[src/rtl/pwm_ramp_seq.sv]
// Wishbone master that ramps the pwm_wb threshold registers toward programmed targets.
// Channels waiting for a write share the bus round-robin; one write per channel per tick.
module pwm_ramp_seq #(
    parameter int          NCH         = 8,
    parameter logic [31:0] BASE_ADR    = 32'hFEED_0000,
    parameter int          TICK_DIV    = 1024,
    parameter int          ACK_TIMEOUT = 16
) (
    input  logic                   wb_clk_i,
    input  logic                   wb_rst_i,
    input  logic                   cfg_valid_i,
    input  logic [$clog2(NCH)-1:0] cfg_ch_i,
    input  logic [7:0]             cfg_target_i,
    input  logic [7:0]             cfg_step_i,
    output logic                   wbm_cyc_o,
    output logic                   wbm_stb_o,
    output logic                   wbm_we_o,
    output logic [3:0]             wbm_sel_o,
    output logic [31:0]            wbm_adr_o,
    output logic [31:0]            wbm_dat_o,
    input  logic                   wbm_ack_i,
    output logic [NCH-1:0]         active_o,
    output logic                   irq_o,
    output logic                   err_o
);

    localparam int CH_W  = $clog2(NCH);
    localparam int TK_W  = $clog2(TICK_DIV + 1);
    localparam int TO_W  = $clog2(ACK_TIMEOUT + 1);

    typedef enum logic [1:0] {IDLE, SCAN, WRITE} state_t;

    state_t            state, state_next;
    logic [7:0]        cur  [NCH];
    logic [7:0]        tgt  [NCH];
    logic [7:0]        step [NCH];
    logic [NCH-1:0]    pending;
    logic [TK_W-1:0]   tick_cnt;
    logic [TO_W-1:0]   to_cnt;
    logic [CH_W-1:0]   rr_ptr;
    logic [CH_W-1:0]   bus_ch;
    logic [7:0]        bus_nxt;
    logic [31:0]       adr_q;

    logic              tick_wrap;
    logic              found;
    logic [CH_W-1:0]   cand;
    logic [CH_W-1:0]   sel_ch;
    logic [7:0]        sel_cur, sel_tgt, sel_step, diff, nxt;
    logic              bus_on, do_ack, do_timeout;
    logic [CH_W-1:0]   rr_after;

    assign tick_wrap = (tick_cnt == TK_W'(TICK_DIV - 1));
    assign rr_after  = (bus_ch == CH_W'(NCH - 1)) ? '0 : bus_ch + 1'b1;

    // First pending channel at or after the round-robin pointer.
    always_comb begin
        found  = 1'b0;
        sel_ch = '0;
        cand   = '0;
        for (int i = 0; i < NCH; i++) begin
            cand = CH_W'((int'(rr_ptr) + i) % NCH);
            if (!found && pending[cand]) begin
                found  = 1'b1;
                sel_ch = cand;
            end
        end
    end

    // One step toward the target, clamped so it never passes it.
    always_comb begin
        sel_cur  = cur[sel_ch];
        sel_tgt  = tgt[sel_ch];
        sel_step = step[sel_ch];
        diff     = (sel_tgt >= sel_cur) ? sel_tgt - sel_cur : sel_cur - sel_tgt;
        nxt      = sel_tgt;
        if (sel_step != 8'd0 && sel_step < diff) begin
            nxt = (sel_tgt > sel_cur) ? sel_cur + sel_step : sel_cur - sel_step;
        end
    end

    always_ff @(posedge wb_clk_i) begin
        if (wb_rst_i) begin
            state <= IDLE;
        end else begin
            state <= state_next;
        end
    end

    always_comb begin
        state_next = state;
        bus_on     = 1'b0;
        do_ack     = 1'b0;
        do_timeout = 1'b0;
        case (state)
            IDLE:  if (|pending) state_next = SCAN;
            SCAN:  state_next = found ? WRITE : IDLE;
            WRITE: begin
                bus_on = 1'b1;
                if (wbm_ack_i) begin
                    do_ack     = 1'b1;
                    state_next = IDLE;
                end else if (to_cnt == TO_W'(ACK_TIMEOUT - 1)) begin
                    do_timeout = 1'b1;
                    state_next = IDLE;
                end
            end
            default: state_next = IDLE;
        endcase
    end

    assign wbm_cyc_o = bus_on;
    assign wbm_stb_o = bus_on;
    assign wbm_we_o  = bus_on;
    assign wbm_sel_o = bus_on ? 4'b1111 : 4'b0000;
    assign wbm_adr_o = adr_q;
    assign wbm_dat_o = {24'b0, bus_nxt};

    // Later assignments to pending win: ack clears, then a jump config re-arms.
    always_ff @(posedge wb_clk_i) begin
        if (wb_rst_i) begin
            for (int n = 0; n < NCH; n++) begin
                cur[n]  <= '0;
                tgt[n]  <= '0;
                step[n] <= '0;
            end
            pending  <= '0;
            tick_cnt <= '0;
            to_cnt   <= '0;
            rr_ptr   <= '0;
            bus_ch   <= '0;
            bus_nxt  <= '0;
            adr_q    <= '0;
            active_o <= '0;
            irq_o    <= 1'b0;
            err_o    <= 1'b0;
        end else begin
            tick_cnt <= tick_wrap ? '0 : tick_cnt + 1'b1;
            irq_o    <= 1'b0;
            for (int n = 0; n < NCH; n++) begin
                active_o[n] <= (cur[n] != tgt[n]);
                if (tick_wrap && (cur[n] != tgt[n])) pending[n] <= 1'b1;
            end
            if (state == SCAN && found) begin
                bus_ch  <= sel_ch;
                bus_nxt <= nxt;
                adr_q   <= BASE_ADR | 32'(sel_ch);
                to_cnt  <= '0;
            end
            if (state == WRITE && !wbm_ack_i) to_cnt <= to_cnt + 1'b1;
            if (do_ack) begin
                cur[bus_ch]     <= bus_nxt;
                pending[bus_ch] <= 1'b0;
                irq_o           <= (bus_nxt == tgt[bus_ch]);
                rr_ptr          <= rr_after;
            end
            if (do_timeout) begin
                err_o  <= 1'b1;
                rr_ptr <= rr_after;
            end
            if (cfg_valid_i) begin
                tgt[cfg_ch_i]  <= cfg_target_i;
                step[cfg_ch_i] <= cfg_step_i;
                if (cfg_step_i == 8'd0 && cfg_target_i != cur[cfg_ch_i])
                    pending[cfg_ch_i] <= 1'b1;
            end
        end
    end

endmodule

[config.mk]
export PLATFORM = sky130hd
export DESIGN_NAME = pwm_ramp_seq
export DESIGN_NICKNAME = d
export VERILOG_FILES = /design/src/rtl/pwm_ramp_seq.sv
export SDC_FILE = /design/constraint.sdc
export NUM_CORES = 1
export LEC_CHECK = 0
export CORE_ASPECT_RATIO = 0.5
export CORE_MARGIN = 3
export CORE_UTILIZATION = 34
export DETAILED_ROUTE_END_ITERATION = 6
export SETUP_SLACK_MARGIN = 0.05
export SLEW_MARGIN = 30
export SYNTH_ARGS = -nofsm -noshare
export SYNTH_HDL_FRONTEND = slang
export SYNTH_SLANG_ARGS = --single-unit
[constraint.sdc]
create_clock -name wb_clk_i -period 9.8 [get_ports wb_clk_i]
set_input_delay 1.96 -clock wb_clk_i [delete_from_list [all_inputs] [get_ports wb_clk_i]]
set_output_delay 1.96 -clock wb_clk_i [all_outputs]
set_load 0.03 [all_outputs]
# Word-level counts from Yosys, hierarchy flattened
# Memory sizes are Yosys's and may differ from the RTL's. A register that Yosys moved wholly into a read port is not among the register bits.
# Cells that the tools add are included.
[word_totals]
mem_bits_rw = 192
memories = 3
regBits = 54
[mem_list]
columns = ["memory", "depth", "word_bits", "rd", "rd_ports_with_merged_regs", "wr", "line", "source"]
rows = [
  ["cur", 8, 8, 10, 0, 8, "34", "logic [7:0] cur [NCH];"],
  ["step", 8, 8, 1, 0, 8, "36", "logic [7:0] step [NCH];"],
  ["tgt", 8, 8, 10, 1, 8, "35", "logic [7:0] tgt [NCH];"],
]
[classes]
eq_ne = 17
bitwise_logic = 4
reduce_logical = 41
n_addsub = 14
order_cmp = 15
muxes = 95
[ops]
columns = ["operator", "n"]
rows = [
  ["2-to-1 mux 8 bit", 10],
  ["inequality test 8 bit", 9],
  ["2-to-1 mux 1 bit", 51],
  ["2-to-1 mux 3 bit", 16],
  ["< comparator 3 x 4 -> 1 bit (second input constant)", 10],
  ["OR reduction 8 bit", 4],
  ["binary-select mux 1 bit (select 3 bit)", 8],
  ["subtractor 8 bit", 3],
  ["logical AND 1 bit", 21],
  ["adder 3 bit (second input constant)", 4],
  ["adder 11 x 1 -> 11 bit (second input constant)", 1],
  ["== test 11 x 10 -> 1 bit (second input constant)", 1],
  ["2-to-1 mux 5 bit", 2],
  ["adder 8 bit", 1],
  ["bitwise AND 8 bit", 1],
  ["== test 8 bit", 1],
  [">= comparator 8 bit", 1],
  ["greater-than comparator 8 bit", 1],
  ["zero test 1 bit", 8],
  ["zero test 8 bit", 1],
  ["< comparator 8 bit", 1],
  ["2-to-1 mux 2 bit", 4],
  ["NOT 8 bit", 1],
  ["OR 8 bit", 1],
  ["19 further kinds", 25],
]

# Logic depth before layout (Yosys ltp)
# An unclocked memory read counts as a cell.
[logic_depth]
ltp_word = 30
depth_mapped = 43
depth_no_buf = 34

# Worst setup path after synthesis
# No wires, ideal clock.
[synth_path]
kind = "reg-to-reg"
start = "register rr_ptr[0]"
end = "register bus_nxt[4]"
required_ns = 9.725
synth_period_minus_slack_ns = 8.362
path_buffers = 10
arrival_time_ns = 8.287
path_slack_ns = 1.438
stages_incl_launch_ff = 39
cell_sequence = "dfxtp_1 -> buf_2 -> inv_4 -> buf_1 -> ha_1 -> buf_6 -> buf_6 -> mux2_1 -> mux4_2 -> o311ai_0 -> o21ai_0 -> a31oi_4 -> buf_4 -> buf_4 -> buf_4 -> buf_2 -> mux2i_1 -> o21ai_0 -> (+3 left out) -> a21o_1 -> a21oi_1 -> o21ai_0 -> nor3_1 -> clkbuf_1 -> mux2_2 -> nand2_1 -> a21oi_1 -> o21ai_0 -> ha_1 -> a21o_1 -> a21o_1 -> a221o_1 -> a31o_1 -> a21o_1 -> buf_6 -> or3_1 -> a31oi_1"
[synth_via]
elab_chain_cells = 30
elab_cells_between_ends = 69
classes_between = "add/sub (11); order compare (3); mux (35); reduce/logical (17); memory (3)"
[synth_lines]
columns = ["element", "line", "source"]
rows = [
  ["start, declared", "40", "logic [CH_W-1:0] rr_ptr;"],
  ["start signal, assigned", "155", "rr_ptr <= rr_after;"],
  ["start signal, assigned", "159", "rr_ptr <= rr_after;"],
  ["branches (longest 30 deep; another with adder 3 x 1 -> 3 bit)", "n/a", ""],
  ["end signal, assigned", "146", "bus_nxt <= nxt;"],
  ["end, declared", "42", "logic [7:0] bus_nxt;"],
]
# Parallel ways; which one is timed is not known. The select of a mux whose other input is x is not followed.
# A chain may end at the register's enable or synchronous reset.

# Final worst setup path
[layout_path]
start = "register rr_ptr[0]"
end = "register bus_nxt[0]"
# Same word-level chain as after synthesis.

==> flow_metrics.py <==
metrics = {
    "clock_network": {
        "clock_insertion_delay_worst_skew_ns": 0.57,
        "number_of_buffers_created_by_cts": 26,
        "ctsLongestPathBuffers": 3,
        "htreeDepth": 1,
        "root_buffer": "sky130_fd_sc_hd__clkbuf_16",
        "cts.sinks": 246,
        "clkTransAtPathRegs_ns": 0.06,
        "cts_post_setup_buffers_inserted": 0,
        "tritoncts": "built",
    },
    "route": {
        "detail_route.vias_per_cell": 5.310,
        "drt-total-wl_mm": 48.84,
        "drt_pass1_iterations": 7,
        "drt_iter0_markers": 888,
        "via_count": 11725,
        "route.detailed.wl_per_inst_microns": 22.12,
        "drcViolationCount": 0,
        "number_of_antenna_violating_nets_in_the_routed_design": 0,
    },
    "timing": {
        "total_count_of_hold_check_failures_in_the_final_report": 0,
        "layout_min_cycle_time_ns": 8.897,
        "period_share": 0.9078,
        "tightestPinTransition_ns": 1.029,
        "max_fclk_mhz": 112.4,
        "worst_clock_skew_ns": 0.03466,
        "finalMaxSlewViolations": 0,
        "post_route_setup_tns_ns": 0,
        "slew-limit-headroom": 0.3065,
        "rsz0062_at_grt": "false",
        "post_route_hold_slack_ns": 0.4613,
        "timing.final.setup_violations": 0,
    },
    "floorplanning": {
        "die_h_microns": 161.3,
        "dieArea_sq_um": 51060,
        "boundaryPins": 104,
        "core_region_area_sq_um": 47230,
        "initial_utilization": 0.3472,
        "die_width_microns": 316.6,
        "row_count": 56,
    },
    "synthesis": {
        "synth_top_area_cell": "sky130_fd_sc_hd__edfxtp_1",
        "yosys_most_used_dff": "sky130_fd_sc_hd__edfxtp_1",
        "ys_ff_latch": 246,
        "synth_seq_area_share": 0.4176,
        "netlist_area_sq_um": 16400,
        "postSynthAreaPerCell_sq_um": 10.65,
        "synth_enable_flop_cells": 192,
        "ys.warnings.count": 0,
        "synthTopCellsByArea": "sky130_fd_sc_hd__edfxtp_1, sky130_fd_sc_hd__and2_1, sky130_fd_sc_hd__mux2i_1",
        "synth_largest_type_area_fraction": 0.3516,
        "post_synth_num_cell_types": 89,
        "postSynthCellCount": 1540,
        "asyncSetResetFlopFracSynth": 0,
    },
    "place": {
        "buffer_ports.inserted": 63,
        "dp_hpwl_mm": 36.21,
        "global_placer_s_final_weighted_congestion": 0.9510,
        "placed_cell_area_sq_um": 17370,
    },
    "run_status": {
        "status": "complete, no violations",
    },
    "cells_and_area": {
        "final_nets": 1613,
        "n_antenna_cell": 0,
        "area.growth.synth_to_final_pct": 11.37,
        "post_route_cells_drive_above_1_share": 0.1344,
        "final_cell_area_sq_um": 18260,
    },
    "critical_path": {
        "worstSetupEndpointType": "register",
        "worst_reg2reg_path_endpoint": "bus_nxt[0]",
        "timing.reg2reg.setup_slack_ns": 0.90,
        "crit_start_category": "register",
        "path_type_of_the_worst_setup_path": "register to register",
        "timing.critical_path.slowest_cell_delay_ns": 0.70,
        "critPathSlowestCell": "sky130_fd_sc_hd__ha_1",
        "timing.critical_path.fanout_max": 19,
        "worstReg2RegStart": "rr_ptr[0]",
        "critical_path_data_arrival_time_ns": 9.32,
        "reg2regPathDepth": 32,
        "critPathRequiredTime_ns": 10.23,
    },
    "power_and_ir_drop": {
        "vdd_ir_drop_max_uv": 113.4,
        "power_density_nw_per_um2": 140.4,
        "power_leakage_uw": 0.006371,
    },
    "grt": {
        "maximum_number_of_pins_on_one_net_before_global_route_repair": 63,
        "number_of_antenna_violations_at_the_first_check_in_global_routing": 1,
        "grt_pass1_vias": 11468,
        "grt_pass1_wl_mm": 73.51,
        "track_usage": 0.1894,
        "gr-total-overflow": 0,
    },
    "min_path": {
        "timing.hold.worst.class": "register to register",
        "hold_start": "tick_cnt[0]",
        "hold-path-cell-count": 1,
        "min_to": "tick_cnt[0]",
    },
    "job": {
        "cap_viol_max_count": 0,
    },
}
==> cell type report <==
class | instances | area (sq um)
fillers | 4591 | 28960
multi-input cells | 1146 | 8746
flip-flops and latches | 246 | 6847
repair buffers | 92 | 864.6
well taps | 638 | 798.3
clock buffers | 36 | 749.5
inverters | 38 | 145.1
clock inverters | 12 | 111.4
==> repair_timing <==
| item | CTS | global route |
|---|---|---|
| hold buffers | 0 | 0 |
| gates resized for setup | 0 | 1 |
| endpoints found under the setup margin | 0 | 3 |
==> cell usage after synthesis, types with 12 or more instances <==
cell type / instances
sky130_fd_sc_hd__and2_1: 197
sky130_fd_sc_hd__edfxtp_1: 192
sky130_fd_sc_hd__mux2i_1: 109
sky130_fd_sc_hd__nor2_1: 106
sky130_fd_sc_hd__xnor2_1: 94
sky130_fd_sc_hd__nand2_1: 85
sky130_fd_sc_hd__buf_4: 67
sky130_fd_sc_hd__o21ai_0: 58
sky130_fd_sc_hd__mux2_2: 57
sky130_fd_sc_hd__dfxtp_1: 54
sky130_fd_sc_hd__a21oi_1: 42
sky130_fd_sc_hd__clkbuf_1: 39
sky130_fd_sc_hd__ha_1: 37
sky130_fd_sc_hd__inv_1: 37
sky130_fd_sc_hd__mux4_2: 28
sky130_fd_sc_hd__nand4_1: 22
sky130_fd_sc_hd__nand3_1: 20
sky130_fd_sc_hd__nor3_1: 19
sky130_fd_sc_hd__buf_1: 15
sky130_fd_sc_hd__buf_2: 15
sky130_fd_sc_hd__xor2_1: 15
sky130_fd_sc_hd__nor2b_1: 14
sky130_fd_sc_hd__o22ai_1: 13
sky130_fd_sc_hd__a31oi_1: 12
sky130_fd_sc_hd__buf_6: 12
sky130_fd_sc_hd__nand2b_1: 12
==> cells in the final DEF, fill, tap and decap left out, types with 22 or more instances in the layout <==
cell type	netlist	final
sky130_fd_sc_hd__o21ai_0	58	51
sky130_fd_sc_hd__dfxtp_1	54	54
sky130_fd_sc_hd__mux2_2	57	57
sky130_fd_sc_hd__ha_1	37	37
sky130_fd_sc_hd__inv_1	37	38
sky130_fd_sc_hd__nand2_1	85	83
sky130_fd_sc_hd__mux2i_1	109	109
sky130_fd_sc_hd__buf_4	67	27
sky130_fd_sc_hd__edfxtp_1	192	192
sky130_fd_sc_hd__a21oi_1	42	42
sky130_fd_sc_hd__nand4_1	22	22
sky130_fd_sc_hd__clkbuf_16	0	27
sky130_fd_sc_hd__xnor2_1	94	94
sky130_fd_sc_hd__and2_1	197	197
sky130_fd_sc_hd__mux4_2	28	28
sky130_fd_sc_hd__clkdlybuf4s50_1	0	63
sky130_fd_sc_hd__nor2_1	106	103
sky130_fd_sc_hd__conb_1	1	40
==> registers in the layout, summed over array words and instances, names as in the netlist, 2 cells and up, named ones only <==
| name | flops |
|---|---|
| active_o | 8 |
| bus_ch | 2 |
| bus_nxt | 8 |
| cur | 64 |
| pending | 8 |
| rr_ptr | 3 |
| state | 2 |
| step | 64 |
| tgt | 64 |
| tick_cnt | 11 |
| to_cnt | 5 |
| wbm_adr_o | 2 |
==> metal layers <==
layer  up-vias  GRT usage  routed length [microns]
met5         -          0                        0
met4         0    0.05618                     1430
met3        90    0.03282                     2857
met2       325     0.3106                    22900
met1      5819     0.2570                    21650
li1       5491          -                        -
==> worst max-delay path: cells and delay by family (launching register included) <==
family | cells | cell delay (ns)
simple gates | 7 | 1.13
mux | 5 | 2.13
buf+inv | 4 | 0.84
compound gates | 13 | 2.91
fa+ha+maj | 3 | 1.38
flops | 1 | 0.37
==> power breakdown <==
| part | internal (uW) | leakage (uW) | switching [uW] |
|---|---|---|---|
| Sequential | 1170 | 0.00234 | 48.0 |
| Combinational | 141 | 0.00361 | 207 |
| Clock | 566 | 0.000423 | 429 |
| Total | 1880 | 0.00637 | 684 |
==> metrics by stage <==
stage	util	total power, uW	worst slack, ns	std cells
6_report	0.3867	2564	0.9035	2208
5_1_grt	0.3867	2654	0.2304	2208
4_1_cts	0.3861	2574	0.8103	2207
3_5_place_dp	0.3679	1586	0.8490	2159
3_3_place_gp	0.3676	1586	0.9954	2159
2_1_floorplan	-	1480	1.438	1579
==> worst max-delay path by stage <==
| stage | endpoint | startpoint | cells after the start | slack, ns |
|---|---|---|---|---|
| after floorplan | bus_nxt[4] | rr_ptr[0] | 38 | 1.44 |
| after global placement | bus_nxt[1] | rr_ptr[0] | 31 | 1.0 |
| after detailed placement | bus_nxt[1] | rr_ptr[0] | 32 | 0.85 |
| after CTS | bus_nxt[1] | rr_ptr[0] | 32 | 0.81 |
| after global routing | bus_nxt[0] | rr_ptr[0] | 31 | 0.23 |
| final | bus_nxt[0] | rr_ptr[0] | 32 | 0.90 |
==> cell families (layout without fill, tap and decap cells) <==
group,after synthesis,after routing,synth area share
adders and majority gates,40,40,0.03190
other,1,40,0.0002287
and+or+nand+nor,515,515,0.1676
muxes,208,208,0.1576
xor gates and xnor gates,110,110,0.05921
buffers and inverters,187,178,0.06501
AOI/OAI and AO/OA,233,233,0.1009
DFF,246,246,0.4176
Note: power is estimated with default switching activity, not from simulation.
